--- config.mk ---
export PLATFORM = sky130hd
export DESIGN_NAME = mem_stage
export DESIGN_NICKNAME = d
export VERILOG_FILES = /design/src/rtl/mulcpu_pkg.sv /design/src/rtl/Reg_EXE_MEM.sv /design/src/rtl/mem_stage.sv
export SDC_FILE = /design/constraint.sdc
export NUM_CORES = 1
export LEC_CHECK = 0
export CORE_AREA = 2 2 129 131
export CTS_BUF_LIST = sky130_fd_sc_hd__clkbuf_2 sky130_fd_sc_hd__clkbuf_4 sky130_fd_sc_hd__clkbuf_8
export DETAILED_ROUTE_END_ITERATION = 6
export DIE_AREA = 0 0 131 133
export GPL_TIMING_DRIVEN = 0
export PLACE_DENSITY_LB_ADDON = 0.2
export SYNTH_ARGS = -nofsm -noshare
export SYNTH_HDL_FRONTEND = slang
export SYNTH_HIERARCHICAL = 1
export SYNTH_SLANG_ARGS = --single-unit
--- constraint.sdc ---
create_clock -name clk -period 1.43 [get_ports clk]
set_input_delay 0.286 -clock clk [delete_from_list [all_inputs] [get_ports clk]]
set_output_delay 0.286 -clock clk [all_outputs]
set_load 0.05 [all_outputs]
--- src/rtl/mulcpu_pkg.sv ---
// mulcpu_pkg -- shared definitions for the MEM stage of the multi-cycle CPU.
//   * mem_state_e : data-memory handshake FSM states (IDLE, BUSY)
//   * exmem_t     : contents of the EXE/MEM pipeline register
//   * TIMEOUT_CYCLES_DEF : default dm_ack watchdog limit
package mulcpu_pkg;

  localparam int TIMEOUT_CYCLES_DEF = 16;

  typedef enum logic {
    IDLE = 1'b0,
    BUSY = 1'b1
  } mem_state_e;

  typedef struct packed {
    logic        wreg;
    logic        m2reg;
    logic        wmem;
    logic        branch;
    logic        zero;
    logic [31:0] aluR;
    logic [31:0] inB;
    logic [31:0] pc;
    logic [4:0]  destR;
    logic [3:0]  ins_type;
    logic [3:0]  ins_number;
  } exmem_t;

endpackage

--- src/rtl/Reg_EXE_MEM.sv ---
// Reg_EXE_MEM -- EXE/MEM pipeline register with hold.
// Ports:
//   clk    : clock, rising edge
//   rst    : asynchronous active-low reset, clears the whole register
//   hold_i : 1 = keep current contents (MEM stage stalled)
//   d_i    : values coming from the EX stage
//   q_o    : registered values seen by the MEM stage
module Reg_EXE_MEM
  import mulcpu_pkg::*;
(
  input  logic   clk,
  input  logic   rst,
  input  logic   hold_i,
  input  exmem_t d_i,
  output exmem_t q_o
);

  exmem_t data_q;

  always_ff @(posedge clk or negedge rst) begin
    if (!rst) begin
      data_q <= '0;
    end else if (!hold_i) begin
      data_q <= d_i;
    end
  end

  assign q_o = data_q;

endmodule

--- src/rtl/mem_stage.sv ---
// mem_stage -- MEM pipeline stage: EXE/MEM register, data-memory handshake
// FSM (IDLE/BUSY) and forwarding of results to WB and branch info to IF.
// Ports:
//   clk, rst            : clock (rising edge) and async active-low reset
//   ex_*, EXE_ins_*     : EX-stage controls, operands and trace tags
//   dm_req/dm_we/dm_addr/dm_wdata : request side of the data memory
//   dm_rdata/dm_ack     : read data and completion from the data memory
//   mem_stall           : freezes all upstream stages while waiting on memory
//   mem_*, MEM_ins_*    : results and controls toward WB / IF, trace tags
//   mem_err             : sticky memory-timeout flag
// Optional feature: define MEM_ACK_TIMEOUT_EN to enable a dm_ack watchdog of
// TIMEOUT_CYCLES BUSY cycles; otherwise mem_err is 0 and BUSY waits forever.
module mem_stage
  import mulcpu_pkg::*;
#(
  parameter int TIMEOUT_CYCLES = TIMEOUT_CYCLES_DEF
) (
  input  logic        clk,
  input  logic        rst,
  input  logic        ex_wreg,
  input  logic        ex_m2reg,
  input  logic        ex_wmem,
  input  logic        ex_branch,
  input  logic        ex_zero,
  input  logic [31:0] ex_aluR,
  input  logic [31:0] ex_inB,
  input  logic [31:0] ex_pc,
  input  logic [4:0]  ex_destR,
  input  logic [3:0]  EXE_ins_type,
  input  logic [3:0]  EXE_ins_number,
  output logic        dm_req,
  output logic        dm_we,
  output logic [31:0] dm_addr,
  output logic [31:0] dm_wdata,
  input  logic [31:0] dm_rdata,
  input  logic        dm_ack,
  output logic        mem_stall,
  output logic        mem_wreg,
  output logic        mem_m2reg,
  output logic [31:0] mem_aluR,
  output logic [31:0] mem_mdata,
  output logic [4:0]  mem_destR,
  output logic        mem_pcsrc,
  output logic [31:0] mem_branch_pc,
  output logic [3:0]  MEM_ins_type,
  output logic [3:0]  MEM_ins_number,
  output logic        mem_err
);

  if (TIMEOUT_CYCLES < 1) begin : g_bad_timeout
    $error("TIMEOUT_CYCLES must be at least 1");
  end

  exmem_t     ex_d;
  exmem_t     r_q;
  mem_state_e state_q, state_d;
  logic       busy;
  logic       tmo;

  always_comb begin
    ex_d            = '0;
    ex_d.wreg       = ex_wreg;
    ex_d.m2reg      = ex_m2reg;
    ex_d.wmem       = ex_wmem;
    ex_d.branch     = ex_branch;
    ex_d.zero       = ex_zero;
    ex_d.aluR       = ex_aluR;
    ex_d.inB        = ex_inB;
    ex_d.pc         = ex_pc;
    ex_d.destR      = ex_destR;
    ex_d.ins_type   = EXE_ins_type;
    ex_d.ins_number = EXE_ins_number;
  end

  // EX -> MEM boundary
  Reg_EXE_MEM u_reg (
    .clk    (clk),
    .rst    (rst),
    .hold_i (mem_stall),
    .d_i    (ex_d),
    .q_o    (r_q)
  );

  assign busy = (state_q == BUSY);

`ifdef MEM_ACK_TIMEOUT_EN
  localparam int CW = $clog2(TIMEOUT_CYCLES + 1);
  logic [CW-1:0] cnt_q, cnt_d;
  logic          err_q;

  // The TIMEOUT_CYCLES-th BUSY cycle without ack completes the access.
  assign tmo = busy & ~dm_ack & (cnt_q == CW'(TIMEOUT_CYCLES - 1));

  always_comb begin
    cnt_d = '0;
    if (busy && !dm_ack && !tmo) cnt_d = cnt_q + 1'b1;
  end

  always_ff @(posedge clk or negedge rst) begin
    if (!rst) begin
      cnt_q <= '0;
      err_q <= 1'b0;
    end else begin
      cnt_q <= cnt_d;
      err_q <= err_q | tmo;
    end
  end

  assign mem_err = err_q;
`else
  assign tmo     = 1'b0;
  assign mem_err = 1'b0;
`endif

  // Ack is only meaningful while BUSY; IDLE never stalls.
  assign mem_stall = busy & ~(dm_ack | tmo);

  always_comb begin
    state_d = state_q;
    if (!mem_stall) begin
      // Capture edge: the incoming instruction decides the next state,
      // so back-to-back memory ops go straight from BUSY to BUSY.
      state_d = (ex_m2reg | ex_wmem) ? BUSY : IDLE;
    end
  end

  always_ff @(posedge clk or negedge rst) begin
    if (!rst) state_q <= IDLE;
    else      state_q <= state_d;
  end

  assign dm_req   = busy;
  assign dm_we    = busy & r_q.wmem;
  assign dm_addr  = r_q.aluR;
  assign dm_wdata = r_q.inB;

  // Load data is only valid in the ack cycle; zero elsewhere so reset and
  // stray acks never leak read data.
  assign mem_mdata      = (busy & dm_ack) ? dm_rdata : 32'd0;
  assign mem_wreg       = r_q.wreg & ~mem_stall & ~tmo;
  assign mem_m2reg      = r_q.m2reg;
  assign mem_aluR       = r_q.aluR;
  assign mem_destR      = r_q.destR;
  assign mem_pcsrc      = r_q.branch & r_q.zero;
  assign mem_branch_pc  = r_q.pc;
  assign MEM_ins_type   = r_q.ins_type;
  assign MEM_ins_number = r_q.ins_number;

endmodule

==> run metrics, run 1 <==
status finished with violations; failing checks negative setup slack; # port buffers 327; DPL Wire Length 11,500 um; crit share post-route 1.20; Final Skew 8.31 ps; r2r startpoint dm_req$_DFFE_PN0N_; remaining global-route overflow 0; slowest CP cell dfrtp_2; H-Tree Level Count 4; Routed Antenna Nets 0; die outline height 133 um; initial antenna violation count 1; post-synthesis register bit count 115; CP Launch Type register; YS warnings 6; Post-route DRC 0; layout cells sized above 1 0.626; top cell type by total area after synthesis dfrtp_1; worst setup margin -291 ps; gr usage total 0.174; WP data required 1740 ps; endpoints failing hold 0; Initial DRT Pass Iterations 4; DR vias/cell 4.30; crit-path most repeated cell buf_12; P_int 7460 uW; Vias 3,993; synth top area cells dfrtp_1 (57%), mux2_4 (18%), mux2_2 (12%), buf_4 (4.9%), and3_1 (3.7%); DRT iter0 DRCs 93; # rows 47; Sw Pwr 4000 uW; power density over cell area 1200 nW/um2; Synth top area share 0.572; syn nets 468; global-route wire length before repair 22,900 um; Core Box Area 16,200 um2; CP Max Fanout 8; Setup TNS -26,210 ps; unrepaired setup endpoints after global routing yes; Rel. slew slack 0.662; total chip power 11,500 uW; Mean Syn Cell Area 15.8 um2; Static Leak 0.00454 uW; clock root cell clkbuf_8; Logic pwr share 0.390; Starting Density 0.311; switching share of power 0.349; RePlAce Congestion 0.747; sequential cell area fraction in the yosys report 0.572; Bufs on Longest Clock Path 2; Area Growth Syn to Fin 89.7%; vias in the first global route 4,176; Clock transition at path regs 70 ps; I/O Pins 329; post-layout minimum cycle time 1720 ps; nature of the critical path endpoint register; WL final 16,100 um; synth unique cells 15; Routed wire per std cell 17.4 um; die width 131 um; clk sink count 115; count of final setup violators 141; clock power share 0.276; mapped cell area 5030 um2; Synth Instances 319; arrival time worst endpoint 2030 ps; clock latency on the worst-skew pair 430 ps; CP max stage delay 440 ps; worst path cell trace nor2b_4 > buf_4 > buf_12 > buf_12 > buf_12 > clkbuf_16 > mux2_4; Fmax 0.581 GHz; Worst Max-Slew Pin Slew 507 ps; Worst Setup SP dm_req$_DFFE_PN0N_; hold crit path type in2async; VDD IR max 0.620 mV; nets@finish 847; Setup CP Type reg2reg; maxcap violations 0; die area 17,400 um2; sequential power share 0.334; CTS tree yes; number of CTS-inserted buffers 17; Final Max Tran Viols 0; pin count of the biggest net entering global routing 66
-- cell families (layout without fill, tap and decap cells) --
logic type / count (synthesis) / count (layout) / synth area share
AND/OR/NAND/NOR: 37 / 37 / 0.0485
multiplexers: 114 / 114 / 0.300
other: 1 / 2 / 0.000745
buffers and inverters: 52 / 441 / 0.0788
flip-flops: 115 / 115 / 0.572
-- worst max-delay path: cells and delay by family, from the launching register on --
family / cells / cell delay (ps)
buffers and inverters: 5 / 730
and+or+nand+nor: 1 / 140
muxes: 1 / 290
DFF: 1 / 440
-- worst paths after layout --
path                       slack, ps                   endpoint  cells past startpoint
min reg2reg                      500  u_reg/q_o[63]$_DFFE_PN0N_                      1
max reg2reg                     -290  u_reg/q_o[19]$_DFFE_PN0N_                      7
min                              370  u_reg/q_o[78]$_DFFE_PN0N_                      2
max in group asynchronous        350         dm_req$_DFFE_PN0N_                      3
min in group clk                 470  u_reg/q_o[88]$_DFFE_PN0N_                      2
max                             -290  u_reg/q_o[19]$_DFFE_PN0N_                      7
-- synthesized netlist by cell type --
cell type / instances
and2_1: 2
and2b_2: 1
and3_1: 30
and3_2: 2
buf_2: 8
buf_4: 33
buf_6: 7
buf_8: 1
clkbuf_2: 3
conb_1: 1
dfrtp_1: 115
mux2_2: 54
mux2_4: 60
nor2b_4: 1
or3_1: 1
-- metal layers --
| layer | up-vias | GRT usage | share of wire |
|---|---|---|---|
| met5 | - | 0 | 0 |
| met4 | 0 | 0.0715 | 0.022 |
| met3 | 23 | 0.0679 | 0.087 |
| met2 | 193 | 0.292 | 0.51 |
| met1 | 1953 | 0.195 | 0.38 |
| li1 | 1824 | - | - |
-- area by class of cell --
class / instances / area (um2)
fill: 1328 / 6630
timing repair buffer: 370 / 3660
sequential: 115 / 2880
multi-input combinational: 152 / 1800
buffer: 42 / 512
clock buffer: 24 / 312
tap: 220 / 275
clock inverter: 5 / 100
antenna: 1 / 2.50
-- power by group through the flow --
| stage | sequential (uW) | clock (uW) | combinational [uW] |
|---|---|---|---|
| detailed placement | 3880 | 0 | 4290 |
| floorplan | 5060 | 0 | 1450 |
| global route | 3870 | 3420 | 4650 |
| global placement | 3870 | 0 | 4240 |
| finish | 3830 | 3160 | 4480 |
| CTS | 3820 | 3280 | 4190 |
-- sequential cells by signal, summed over array words and instances, names as in the netlist --
| register | flops |
|---|---|
| dm_req | 1 |
| u_reg/q_o | 114 |
-- metrics by stage --
step	hold slack (ps)	setup WS, ps	cell area, um2	util	cells
floorplan	-9.59	-402	5130	-	319
CTS	352	-325	8890	0.550	905
finish	371	-291	9540	0.590	929
detailed placement	266	-974	8710	0.538	867
global route	379	-320	9540	0.590	929
global placement	481	-4830	8680	0.537	866
-- placed cells by master (no fill, tap or decap), types with 10 or more instances in the layout --
| cell type | Yosys | final |
|---|---|---|
| buf_4 | 33 | 29 |
| mux2_2 | 54 | 54 |
| and3_2 | 2 | 31 |
| clkdlybuf4s50_1 | 0 | 146 |
| buf_2 | 8 | 89 |
| dfrtp_1 | 115 | 114 |
| buf_12 | 0 | 11 |
| clkbuf_4 | 0 | 16 |
| clkbuf_16 | 0 | 10 |
| clkbuf_8 | 0 | 24 |
| buf_6 | 7 | 67 |
| buf_8 | 1 | 39 |
| mux2_4 | 60 | 60 |
-- timing repair --
| item | in CTS | in global routing |
|---|---|---|
| setup buffers | 12 | 17 |
| resized for setup | 1069 | 90 |
| cloned | 2 | 10 |
| endpoints found under the hold margin | 50 | 0 |
| endpoints found under the setup margin | 289 | 190 |
| hold buffers | 1 | 0 |
(Power assumes the default switching activity.)
==> inputs of run 2 (changes only) <==
--- a/config.mk
+++ b/config.mk
@@ -5,10 +5,10 @@
 export SDC_FILE = /design/constraint.sdc
 export NUM_CORES = 1
 export LEC_CHECK = 0
-export CORE_AREA = 2 2 129 131
+export CORE_AREA = 2 2 126 128
 export CTS_BUF_LIST = sky130_fd_sc_hd__clkbuf_2 sky130_fd_sc_hd__clkbuf_4 sky130_fd_sc_hd__clkbuf_8
 export DETAILED_ROUTE_END_ITERATION = 6
-export DIE_AREA = 0 0 131 133
+export DIE_AREA = 0 0 128 130
 export GPL_TIMING_DRIVEN = 0
 export PLACE_DENSITY_LB_ADDON = 0.2
 export SYNTH_ARGS = -nofsm -noshare
==> constraint.sdc (replaced) <==
create_clock -name clk -period 2.15 [get_ports clk]
set_input_delay 0.43 -clock clk [delete_from_list [all_inputs] [get_ports clk]]
set_output_delay 0.43 -clock clk [all_outputs]
set_load 0.05 [all_outputs]
==> run 2 against run 1 <==
The run now ends clean; largest cell class unchanged; sequential share of layout area grew 2.2 points; critical path type is now reg2out; critical endpoint is now dm_addr[9]; via count decreased by 3.9%; largest power group unchanged; combinational power fell by 39%.
==> run metrics, run 2 (synthesized netlist as in run 1, its figures left out) <==
Core Box Area 15,400 um2 (-4.6%); post-CTS setup buffers 0 (-12); CP max stage delay 830 ps (+390 ps); Post-route DRC 0 (unchanged); Rel. slew slack 0.604 (-0.0580); status finished clean; Final Max Tran Viols 0 (unchanged); unrepaired setup endpoints after global routing no; global-route wire length before repair 22,100 um (-3.6%); Worst Max-Slew Pin Slew 593 ps (+86.0 ps); maxcap violations 0 (unchanged); hold crit path type reg2reg; sequential power share 0.329 (-0.005); Setup CP Type reg2out; nets@finish 816 (-3.7%); commonest non-fill, non-tap cell in the layout clkdlybuf4s50_1; CP Max Fanout 3 (-5); clock power share 0.317 (+0.041); Routed wire per std cell 17.3 um (-0.21%); Routed Antenna Nets 0 (unchanged); RePlAce Congestion 0.814 (+8.9%); CP Launch Type register; Static Leak 0.00417 uW (-8.0%); clk sink count 115 (unchanged); crit share post-route 0.963; count of final setup violators 0 (-100%); Fillers 1,306 (-1.7%); clock root cell clkbuf_8; I/O Pins 329 (unchanged); die width 128 um (-2.3%); Initial DRT Pass Iterations 4 (unchanged); Starting Density 0.326 (+0.0151); pin count of the biggest net entering global routing 61 (-7.6%); arrival time worst endpoint 1640 ps (-390 ps); clock latency on the worst-skew pair 430 ps (about the same); diode count 0 (-1); P_int 5100 uW (-32%); DR vias/cell 4.41 (+2.5%); CP top delay family buffers and inverters; post-layout minimum cycle time 2070 ps; CTS tree yes; slowest CP cell clkdlybuf4s50_1; DPL Wire Length 11,700 um (+1.7%); CP Buf/Inv Count 1 (-4); number of CTS-inserted buffers 17 (unchanged); nature of the critical path endpoint output pin; Vias 3,837 (-3.9%); DRT iter0 DRCs 105 (+13%); layout cells sized above 1 0.351 (-0.275); worst path cell trace clkdlybuf4s50_1; die outline height 130 um (-2.3%); max reg flops 114 (unchanged); initial antenna violation count 0 (-1); power density over cell area 867 nW/um2 (-28%); # port buffers 327 (unchanged); endpoints failing hold 0 (unchanged); Bufs on Longest Clock Path 2 (unchanged); DP Worst Slack -558 ps (+415 ps); Area Growth Syn to Fin 77.0%; Logic pwr share 0.353 (-0.037); VDD IR max 0.399 mV (-36%); placed inst area 8570 um2 (-1.5%); # rows 46 (-2.1%); remaining global-route overflow 0 (unchanged); Fmax 0.483 GHz; WP data required 1720 ps (-20 ps); most frequent cells in the layout clkdlybuf4s50_1 (250), dfrtp_1 (114), mux2_4 (60), mux2_2 (54), buf_2 (37); Sw Pwr 2620 uW (-35%); die area 16,600 um2 (-4.5%); Clock transition at path regs 60 ps (about the same); gr usage total 0.176 (+0.00276); WL final 15,100 um (-6.4%); worst setup margin 80.0 ps (+371 ps); vias in the first global route 4,052 (-3.0%); hold_ws 501 ps (+129 ps); switching share of power 0.339 (-0.00978); cell area after layout 8900 um2 (-6.7%); H-Tree Level Count 4 (unchanged); Final Skew 9.39 ps (+1.09 ps); r2r setup slk 580 ps (+870 ps)
-- run 2: metal layers --
metal / vias to the layer above / GRT usage / share of wire / routed length (um)
li1: 1767 / - / - / -
met1: 1873 / 0.187 / 0.37 / 5560
met2: 177 / 0.320 / 0.53 / 8040
met3: 20 / 0.0599 / 0.078 / 1170
met4: 0 / 0.0769 / 0.020 / 303
met5: - / 0 / 0 / 0
-- run 2: path summary, 6_finish.rpt --
kind / start / to / cells past startpoint
hold reg to reg: u_reg/q_o[72]$_DFFE_PN0N_ / u_reg/q_o[72]$_DFFE_PN0N_ / 1
max in group asynchronous: rst / u_reg/q_o[20]$_DFFE_PN0N_ / 3
hold / removal: u_reg/q_o[72]$_DFFE_PN0N_ / u_reg/q_o[72]$_DFFE_PN0N_ / 1
setup reg to reg: dm_req$_DFFE_PN0N_ / u_reg/q_o[15]$_DFFE_PN0N_ / 5
min in group asynchronous: rst / u_reg/q_o[80]$_DFFE_PN0N_ / 2
setup / recovery: u_reg/q_o[86]$_DFFE_PN0N_ / dm_addr[9] / 1
-- run 2: through the flow --
stage               power, uW  std cells  TNS, ps   util
finish                   7720        871        0  0.577
global route             8030        871        0  0.577
CTS                      7820        871        0  0.576
detailed placement       5410        839   -16380  0.556
global placement         5380        838  -455550  0.554
floorplan                4300        319        0      -
-- run 2: what timing repair did --
action,4_1_cts,5_1_grt
endpoints found under the hold margin,59,0
setup endpoints to repair,67,34
hold buffers,1,0
gates resized for setup,196,13
-- run 2: final cells by class --
type | instances | area (um2) | share of cell area
clock buffers | 22 | 284 | 0.0319
well taps | 192 | 240 | 0.0270
clock inverters | 9 | 201 | 0.0226
multi-input cells | 152 | 1760 | 0.197
flip-flops and latches | 115 | 2880 | 0.323
plain buffers | 52 | 397 | 0.0445
repair buffers | 329 | 3150 | 0.353
-- run 2: power by group through the flow --
stage	Clock (uW)	Combinational (uW)	Sequential, uW
detailed placement	0	2830	2580
global placement	0	2800	2570
global route	2620	2830	2580
CTS	2520	2760	2550
finish	2450	2730	2540
floorplan	0	934	3370
==> inputs of run 3 (changes only) <==
==> constraint.sdc (replaced) <==
create_clock -name clk -period 2.6 [get_ports clk]
set_input_delay 0.52 -clock clk [delete_from_list [all_inputs] [get_ports clk]]
set_output_delay 0.52 -clock clk [all_outputs]
set_load 0.05 [all_outputs]
==> run 3 against run 2 <==
Clock-buffer cell count unchanged; combinational power down 16%; sequential power down 17%; highest routed layer unchanged; critical path depth up 3; total power down 17%; die area unchanged; cell area up 0.91%; global-route usage about the same; via count about the same; routed wire length down 0.53%.
==> run metrics, run 3 (synthesized netlist as in run 1, its figures left out) <==
status finished clean; worst setup margin 70.3 ps (-9.62 ps); unrepaired setup endpoints after global routing no; count of final setup violators 0 (unchanged); Fmax 0.395 GHz; Worst Max-Slew Pin Slew 598 ps (+5.23 ps); I/O Pins 329 (unchanged); r2r startpoint dm_req$_DFFE_PN0N_; DR vias/cell 4.41 (+0.17%); max reg flops 114 (unchanged); placed cells 839 (unchanged); CP Launch Type primary input; Static Leak 0.00405 uW (-2.8%); number of CTS-inserted buffers 17 (unchanged); CTS tree yes; nets@finish 815 (-0.12%); diode count 0 (unchanged); pin count of the biggest net entering global routing 61 (unchanged); crit share post-route 0.973; VDD IR max 0.330 mV (-17%); Final Skew 9.60 ps (+0.208 ps); Area Growth Syn to Fin 78.6%; arrival time worst endpoint 2010 ps (+370 ps); Final Max Tran Viols 0 (unchanged); clk sink count 115 (unchanged); Routed wire per std cell 17.2 um (-0.42%); Routed Antenna Nets 0 (unchanged); cts hold-fix bufs 0 (-1); Rel. slew slack 0.600 (-0.00409); maxcap violations 0 (unchanged); gr usage total 0.177 (about the same); total chip power 6430 uW (-17%); commonest non-fill, non-tap cell in the layout clkdlybuf4s50_1; nature of the critical path endpoint output pin; die outline height 130 um (unchanged); WP data required 2080 ps (+360 ps); most frequent cells in the layout clkdlybuf4s50_1 (291), dfrtp_1 (115), mux2_4 (60), mux2_2 (54), buf_4 (33); DPL Wire Length 11,700 um (unchanged); r2r setup slk 960 ps (+380 ps); layout cells sized above 1 0.317 (-0.0334); power density over cell area 715 nW/um2 (-17%); clock root cell clkbuf_8; CP Max Fanout 10 (+7); # rows 46 (unchanged); clock latency on the worst-skew pair 430 ps (about the same); Core Box Area 15,400 um2 (unchanged); vias in the first global route 4,060 (+0.20%); post-layout minimum cycle time 2530 ps; post-CTS setup buffers 0 (unchanged); Worst Reg2Reg Path Length in Cells 5 (unchanged); H-Tree Level Count 4 (unchanged); hold crit path type in2async; Bufs on Longest Clock Path 2 (unchanged); initial antenna violation count 0 (unchanged); die width 128 um (unchanged); crit path capture mem_mdata[16]; Worst Setup SP dm_ack; FF-to-FF End u_reg/q_o[15]$_DFFE_PN0N_; Initial DRT Pass Iterations 4 (unchanged); Vias 3,839 (+0.052%); Setup TNS 0 ps (unchanged); Post-route DRC 0 (unchanged); Starting Density 0.326 (unchanged); RePlAce Congestion 0.814 (unchanged); Setup CP Type in2out; DP Worst Slack -288 ps (+270 ps); Final Non-Filler Cells 870 (-0.11%); remaining global-route overflow 0 (unchanged); # port buffers 327 (unchanged); WL final 15,000 um (-0.53%); endpoints failing hold 0 (unchanged); Clock transition at path regs 70 ps (about the same); DRT iter0 DRCs 104 (-0.95%); global-route wire length before repair 22,100 um (about the same); die area 16,600 um2 (unchanged)
==> run 3: routing by layer <==
metal,track usage,wire (um),vias to the layer above
li1,-,-,1767
met1,0.186,5440,1871
met2,0.322,7990,179
met3,0.0627,1240,22
met4,0.0730,337,0
met5,0,0,-
==> run 3: power breakdown <==
group / switching, uW / internal (uW) / total (uW)
sequential: 120 / 1980 / 2100
combinational: 1340 / 960 / 2300
clock: 709 / 1320 / 2030
==> run 3: what timing repair did <==
item / CTS / global route
setup endpoints to repair: 35 / 25
resized for setup: 36 / 36
pin swaps: 0 / 0
==> run 3: how the worst min path moves through the flow <==
stage	cells past startpoint	slack, ps	end
floorplan	0	220	dm_req$_DFFE_PN0N_
global placement	1	480	u_reg/q_o[109]$_DFFE_PN0N_
detailed placement	1	490	u_reg/q_o[7]$_DFFE_PN0N_
CTS	1	50	u_reg/q_o[98]$_DFFE_PN0N_
global route	1	70	u_reg/q_o[98]$_DFFE_PN0N_
finish	1	60	u_reg/q_o[98]$_DFFE_PN0N_
==> run 3: final cells by class <==
type,count,area (um2)
multi-input cells,152,1760
clock inverters,9,201
flip-flops and latches,115,2880
well taps,192,240
clock buffers,22,284
fillers,1279,6440
plain buffers,52,397
repair buffers,328,3230
==> run 3: through the flow <==
| stage | hold slack (ps) | instance area (um2) | util |
|---|---|---|---|
| after floorplan | 224 | 5030 | - |
| after global placement | 482 | 8540 | 0.554 |
| after CTS | 49.7 | 9020 | 0.585 |
| after global routing | 70.6 | 8990 | 0.583 |
| after detailed placement | 493 | 8570 | 0.556 |
| final | 59.7 | 8990 | 0.583 |
==> run 3: worst max-delay path, cell delays in order <==
cell and delay, ps:
clkdlybuf4s50_1 580, buf_2 220, and3_1 160, dlygate4sd2_1 530
